$ cat src/rtl/mem_arbiter_rr.sv
// mem_arbiter_rr: N-to-1 round-robin read/write memory arbiter with in-order read ID routing (MEM_ARB_RESP_CHECK_EN adds resp_err)
module mem_arbiter_rr #(
  parameter int REQUESTERS      = 3,
  parameter int DATA_WIDTH      = 16,
  parameter int ADDR_WIDTH      = 16,
  parameter int MAX_OUTSTANDING = 4
) (
`ifdef MEM_ARB_RESP_CHECK_EN
  output logic                             resp_err,
`endif
  input  logic                             clk,
  input  logic                             reset_n,
  input  logic [REQUESTERS*ADDR_WIDTH-1:0] rq_r_addr,
  input  logic [REQUESTERS-1:0]            rq_r_avalid,
  output logic [REQUESTERS-1:0]            rq_r_aready,
  output logic [REQUESTERS-1:0]            rq_r_dvalid,
  output logic [DATA_WIDTH-1:0]            rq_r_data,
  input  logic [REQUESTERS*ADDR_WIDTH-1:0] rq_w_addr,
  input  logic [REQUESTERS*DATA_WIDTH-1:0] rq_w_data,
  input  logic [REQUESTERS-1:0]            rq_w_valid,
  output logic [REQUESTERS-1:0]            rq_w_ready,
  output logic [ADDR_WIDTH-1:0]            m_r_addr,
  output logic                             m_r_avalid,
  input  logic                             m_r_aready,
  input  logic                             m_r_dvalid,
  input  logic [DATA_WIDTH-1:0]            m_r_data,
  output logic [ADDR_WIDTH-1:0]            m_w_addr,
  output logic [DATA_WIDTH-1:0]            m_w_data,
  output logic                             m_w_valid,
  input  logic                             m_w_ready
);
  localparam int IW = $clog2(REQUESTERS);
  localparam int FW = $clog2(MAX_OUTSTANDING);
  localparam int CW = FW + 1;
  typedef logic [IW-1:0] id_t;

  // {found, index} of the first valid requester at or after p, wrapping at REQUESTERS-1
  function automatic logic [IW:0] rr_pick(input logic [REQUESTERS-1:0] v, input id_t p);
    logic [IW:0] r;
    int j;
    r = '0;
    for (int k = REQUESTERS - 1; k >= 0; k--) begin
      j = (int'(p) + k) % REQUESTERS;
      if (v[j]) r = {1'b1, IW'(j)};
    end
    return r;
  endfunction

  function automatic id_t rr_next(input id_t i);
    return (i == id_t'(REQUESTERS - 1)) ? '0 : i + 1'b1;
  endfunction

  id_t                   rd_ptr_q, rd_ptr_d, wr_ptr_q, wr_ptr_d, rd_idx, wr_idx;
  logic                  m_r_avalid_q, m_r_avalid_d, m_w_valid_q, m_w_valid_d;
  logic [ADDR_WIDTH-1:0] m_r_addr_q, m_r_addr_d, m_w_addr_q, m_w_addr_d;
  logic [DATA_WIDTH-1:0] m_w_data_q, m_w_data_d;
  logic [IW:0]           rd_pick, wr_pick;
  logic                  rd_free, rd_gnt, wr_free, wr_gnt;
  id_t                   fifo_q [MAX_OUTSTANDING];
  id_t                   fifo_d [MAX_OUTSTANDING];
  logic [FW-1:0]         fh_q, fh_d, ft_q, ft_d;
  logic [CW-1:0]         cnt_q, cnt_d;
  logic                  fifo_pop, fifo_room;

  assign fifo_pop    = m_r_dvalid && (cnt_q != '0);
  assign fifo_room   = (cnt_q != CW'(MAX_OUTSTANDING)) || fifo_pop;
  assign rq_r_dvalid = fifo_pop ? (REQUESTERS'(1) << fifo_q[fh_q]) : '0;
  assign rq_r_data   = fifo_pop ? m_r_data : '0;
  assign m_r_avalid  = m_r_avalid_q;
  assign m_r_addr    = m_r_addr_q;
  assign m_w_valid   = m_w_valid_q;
  assign m_w_addr    = m_w_addr_q;
  assign m_w_data    = m_w_data_q;

  // read channel: grant only when the stage is free and an ID slot is available
  always_comb begin
    rd_pick      = rr_pick(rq_r_avalid, rd_ptr_q);
    rd_idx       = rd_pick[IW-1:0];
    rd_free      = !m_r_avalid_q || m_r_aready;
    rd_gnt       = rd_pick[IW] && rd_free && fifo_room;
    rq_r_aready  = rd_gnt ? (REQUESTERS'(1) << rd_idx) : '0;
    m_r_avalid_d = rd_free ? rd_gnt : m_r_avalid_q;
    m_r_addr_d   = rd_gnt ? rq_r_addr[rd_idx*ADDR_WIDTH +: ADDR_WIDTH] : m_r_addr_q;
    rd_ptr_d     = rd_gnt ? rr_next(rd_idx) : rd_ptr_q;
  end

  // write channel: grant whenever the stage is free
  always_comb begin
    wr_pick     = rr_pick(rq_w_valid, wr_ptr_q);
    wr_idx      = wr_pick[IW-1:0];
    wr_free     = !m_w_valid_q || m_w_ready;
    wr_gnt      = wr_pick[IW] && wr_free;
    rq_w_ready  = wr_gnt ? (REQUESTERS'(1) << wr_idx) : '0;
    m_w_valid_d = wr_free ? wr_gnt : m_w_valid_q;
    m_w_addr_d  = wr_gnt ? rq_w_addr[wr_idx*ADDR_WIDTH +: ADDR_WIDTH] : m_w_addr_q;
    m_w_data_d  = wr_gnt ? rq_w_data[wr_idx*DATA_WIDTH +: DATA_WIDTH] : m_w_data_q;
    wr_ptr_d    = wr_gnt ? rr_next(wr_idx) : wr_ptr_q;
  end

  // ID FIFO: push the granted read requester, pop on each matched response
  always_comb begin
    fifo_d = fifo_q;
    if (rd_gnt) fifo_d[ft_q] = rd_idx;
    ft_d  = ft_q + FW'(rd_gnt);
    fh_d  = fh_q + FW'(fifo_pop);
    cnt_d = cnt_q + CW'(rd_gnt) - CW'(fifo_pop);
  end

`ifdef MEM_ARB_RESP_CHECK_EN
  logic err_q, err_d;
  assign err_d    = err_q || (m_r_dvalid && (cnt_q == '0));
  assign resp_err = err_q;

  // sticky flag for a response arriving with no outstanding read
  always_ff @(posedge clk or negedge reset_n) begin
    if (!reset_n) err_q <= 1'b0;
    else          err_q <= err_d;
  end
`endif

  // state registers; reset discards stages and outstanding IDs
  always_ff @(posedge clk or negedge reset_n) begin
    if (!reset_n) begin
      rd_ptr_q     <= '0;
      wr_ptr_q     <= '0;
      m_r_avalid_q <= 1'b0;
      m_r_addr_q   <= '0;
      m_w_valid_q  <= 1'b0;
      m_w_addr_q   <= '0;
      m_w_data_q   <= '0;
      fifo_q       <= '{default: '0};
      fh_q         <= '0;
      ft_q         <= '0;
      cnt_q        <= '0;
    end else begin
      rd_ptr_q     <= rd_ptr_d;
      wr_ptr_q     <= wr_ptr_d;
      m_r_avalid_q <= m_r_avalid_d;
      m_r_addr_q   <= m_r_addr_d;
      m_w_valid_q  <= m_w_valid_d;
      m_w_addr_q   <= m_w_addr_d;
      m_w_data_q   <= m_w_data_d;
      fifo_q       <= fifo_d;
      fh_q         <= fh_d;
      ft_q         <= ft_d;
      cnt_q        <= cnt_d;
    end
  end
endmodule

$ cat config.mk
export PLATFORM = sky130hd
export DESIGN_NAME = mem_arbiter_rr
export DESIGN_NICKNAME = d
export VERILOG_FILES = /design/src/rtl/mem_arbiter_rr.sv
export SDC_FILE = /design/constraint.sdc
export NUM_CORES = 1
export LEC_CHECK = 0
export CORE_MARGIN = 4
export CORE_UTILIZATION = 40
export DETAILED_ROUTE_END_ITERATION = 10
export PLACE_DENSITY = 0.83
export SYNTH_ARGS = -nofsm -noshare
export SYNTH_HDL_FRONTEND = slang
export SYNTH_SLANG_ARGS = --single-unit
$ cat constraint.sdc
create_clock -name clk -period 9.38 [get_ports clk]
set_clock_uncertainty 0.15 [all_clocks]
set_input_delay 2.814 -clock clk [delete_from_list [all_inputs] [get_ports clk]]
set_output_delay 2.814 -clock clk [all_outputs]
set_load 0.005 [all_outputs]
# After elaboration in Yosys (flattened, before gate mapping)
# Index checks and enable logic that the tools add are counted.
# totals
input_bits	171
word_cells	97
register_bits	69
output_inout_bits	75
# classes
n_reduce_logical	11
n_eq_ne	3
magnitude_cmp	9
n_addsub	10
mux	36
div_mod_pow	6
shift	6
n_bitwise	2
# ops
op	n
$lt 32x4->1 const B	6
$shiftx 48x7->16	3
$mod 32x3->32 const B	4
$mod 3x3->32 const B	2
$mux 3	9
$mux 16	1
$bmux 1 s2	6
$mux 1	12
$mux 2	5
$shl 1x2->3 const A	3
$bwmux 8	1
$add 2x1->3 const B	2
$add 2x2->3 const B	2
$ge 3x3->1 const B	2
$not 2->3	2
$logic_and 1x1->1	5
$add 2x1->2	2
$add 2x1->2 const B	2
$bmux 2 s2	1
$demux 2 s2	1
$eq 2x2->1 const B	2
$add 3x1->3	1
$logic_or 1x1->1	3
$lt 3x1->1 const B	1
4 further kinds	5

# Longest topological paths before layout
# logic_depth
depth_word	12
ltp_mapped	14
depth_no_buf	11

# Worst setup path before layout
# No wires, ideal clock.
# synth_timing
kind	input to output
startpoint	input port rq_w_valid[2]
endpoint	output port rq_w_ready[0]
arrival_ns	4.074
path_buffers	2
path_slack_ns	2.342
cell_stages	7
required_time_ns	6.416
cell_sequence	buf_2 -> o32a_1 -> nor2_1 -> a311o_1 -> a21oi_4 -> buf_6 -> and2_1
# synth_via
elab_chain_cells	8
word_cells_on_any_way	15
cone_classes	shift: 1; mux: 13; reduce/logical: 1
# synth_lines
item	line	rtl
from (decl)	20	input logic [REQUESTERS-1:0] rq_w_valid,
$bmux 1 s2	44	if (v[j]) r = {1'b1, IW'(j)};
$mux 1 (implied by the code) (2 in a row)	44	
$mux 3 (2 in a row)	44	
$mux 3 (*)	44	
$shl 1x2->3 or $logic_and 1x1->1 (tied branches)	93, 92	
$mux 3 (*)	93	rq_w_ready = wr_gnt ? (REQUESTERS'(1) << wr_idx) : '0;
to (decl)	21	output logic [REQUESTERS-1:0] rq_w_ready,
# Mark *: on every way between the ends. The rest lies on a longest branch, timed or not. The select of a mux whose other input is x is not followed.

# Final worst setup path
# layout_timing
startpoint	input port rq_w_valid[1]
endpoint	output port rq_w_ready[0]
# Same word-level chain as after synthesis.

==> metrics.csv <==
stage;metric;value;unit
status;status;completed;
sta;rsz0062_at_grt;false;
grt;grt_pass1_wl;24.6;mm
grt;grt_max_degree;70;
floorplanning;io_pins;246;
sta;maxSlewViolCount;0;
routing;wl;15.5;mm
synthesis;ys_seq_area_share;38.6;%
sta;max_freq;117;MHz
routing;dr_total_vias;4732;
sta;finalSetupViolCount;0;
cts;cts_tree;done;
place;placed_area;6950;um^2
floorplanning;start_util;41.1;%
floorplanning;fp.dieW;114;um
cts;hold_buffers;0;
synthesis;syn_inst;476;
sta;setup_tns;0;ps
cts;cts_setup_buffers;0;
place;detailed_place_hpwl;11.7;mm
synthesis;synth_top_area_share;38.6;%
routing;wl_met3;1.38;mm
setup_path;cp.required;6420;ps
grt;antenna_found_initial;0;
sta;hold_viol;0;
cts;clk_pin_slew;80;ps
synthesis;synth_area;4470;um^2
setup_path;worstSetupEndpointType;primary output;
cts;numCtsBuffers;9;
sta;tightest_slew;1290;ps
routing;antenna_left;0;
routing;drt_iter0_drc;638;
flow_run;drv_cap;0;
floorplanning;die-area;12900;um^2
cts;cts_root_buf;clkbuf_8;
final_layout;nFillCells;833;
place;io_buffers;245;
sta;relSlewSlack;13.7;%
final_layout;synthToLayoutAreaGrowth;60.6;%
sta;fin_hold_ws;342;ps
power_and_ir_drop;ir_drop;0.146;mV
final_layout;final_layout_size_suffix_gt1_share;10.6;%
synthesis;synth_area_leaders;dfrtp_1, mux2_2, o211ai_1;
final_layout;nNetsFinal;878;
routing;drc;0;
cts;insertion_delay;340;ps
routing;wl_met1;6.18;mm
final_layout;final_cell_mix;clkdlybuf4s50_1, dfrtp_1, inv_1, mux2_2;
grt;grtUsageTotal;23.4;%
final_layout;seq_area;1730;um^2
routing;highest_layer;met4;
final_layout;fin_area;7180;um^2
floorplanning;coreArea;10900;um^2
power_and_ir_drop;power_density;288;nW/um^2
grt;first_global_vias;4749;
final_layout;layout_commonest_cell;clkdlybuf4s50_1;
sta;post-route-period-util;91.0;%
setup_path;critPathLaunchType;input port;
routing;first_pass_iters;5;
place;gp_congestion;0.937;
floorplanning;row_count;38;
synthesis;yosysTopAreaCell;dfrtp_1;
routing;wl_per_cell;18.5;um
cts;clock_sinks;69;
cts;cts_resized;0;
final_layout;multiInputGateArea;2360;um^2
hold_path;hp-class;reg2reg;
synthesis;ys_ff_latch;69;
setup_path;crit_fanout;34;
grt;grt_overflow_total;0;
synthesis;postSynth.asyncResetShare;100;%
setup_path;crit_type;in2out;
final_layout;diodes;0;
cts;ctsHtreeMaxLevel;3;
routing;wl_met2;7.80;mm
synthesis;synth_edf_count;0;
cts;clockBufferDepth;2;
synthesis;synth_nets;657;
synthesis;synth_ff_type;dfrtp_1;
synthesis;synth_warnings;0;
floorplanning;dieHeight;114;um
routing;viasPerCell;5.63;
power_and_ir_drop;p_leak;2.89;nW
synthesis;synth_cell_types;49;
setup_path;crit_arrival;5570;ps
synthesis;syn_area_per_cell;9.39;um^2
sta;post-route-min-period;8530;ps
## state kept, by name (all words and copies together), names as in the netlist
signal and flops:
m_r_addr 16, m_w_addr 16, m_w_data 16, fifo_q 8, cnt_q 3, fh_q 2, ft_q 2, rd_ptr_q 2
wr_ptr_q 2, m_r_avalid 1, m_w_valid 1
## logic make-up (layout without fill, tap and decap cells)
family,after synthesis,count (layout),synth area share (%)
AO/OA/AOI/OAI,134,134,22.0
AND/OR/NAND/NOR,121,121,14.5
buffers and inverters,90,315,8.59
flip-flops,69,69,38.6
multiplexers,48,48,12.5
adder cells (fa/ha/maj),10,10,2.97
XOR/XNOR,4,4,0.784
## where the power goes
| group | internal [mW] | switching [mW] | total [mW] |
|---|---|---|---|
| Combinational | 0.645 | 0.585 | 1.23 |
| Sequential | 0.453 | 0.0918 | 0.545 |
| Clock | 0.176 | 0.117 | 0.293 |
## worst max-delay path: stages
cell and delay (ps):
clkdlybuf4s50_1 480, nor2_1 130, o21a_1 870, o21a_1 240, buf_4 310, nor2_1 90, and2_1 160, clkdlybuf4s50_1 440
## cells in the mapped netlist (16+ instances only)
library cell,number
a31oi_1,16
a21oi_1,17
and2_1,22
o211ai_1,32
clkbuf_1,26
inv_1,46
o311ai_0,24
nor2_1,25
mux2_2,39
dfrtp_1,69
nand4_1,17
o21ai_0,20
nand3_1,32
## metrics by stage
stage	util, %	power, mW	setup slack (ps)	std cells
after detailed placement	63.8	1.78	907	826
after CTS	66.0	2.08	900	841
after floorplan	-	1.26	2340	476
final	66.0	2.07	846	841
after global placement	63.8	1.73	1010	826
after global routing	66.0	2.22	700	841
## final timing paths
check | startpoint | end | slack, ps | cells past startpoint
min reg2reg | fifo_q[0]$_DFFE_PN0P_ | fifo_q[0]$_DFFE_PN0P_ | 340 | 1
min in group asynchronous | reset_n | m_r_addr[8]$_DFFE_PN0P_ | 2520 | 2
max in group asynchronous | reset_n | m_w_data[7]$_DFFE_PN0P_ | 5950 | 2
max reg2reg | wr_ptr_q[0]$_DFFE_PN0P_ | m_w_data[14]$_DFFE_PN0P_ | 5690 | 8
max | rq_w_valid[1] | rq_w_ready[0] | 850 | 8
min | fifo_q[0]$_DFFE_PN0P_ | fifo_q[0]$_DFFE_PN0P_ | 340 | 1
## routing by layer
layer | track usage [%] | vias up
met3 | 4.77 | 21
met4 | 6.41 | 0
met5 | 0 | -
met1 | 29.8 | 2237
li1 | - | 2200
met2 | 40.5 | 274
## layout make-up
class / instances / area share [%]
multi-input cells: 317 / 32.9
well taps: 140 / 2.44
clock buffers: 9 / 1.72
clock inverters: 6 / 1.55
inverters: 47 / 2.46
repair buffers: 253 / 34.9
flip-flops and latches: 69 / 24.0
Power figures use the tool's default switching activity.
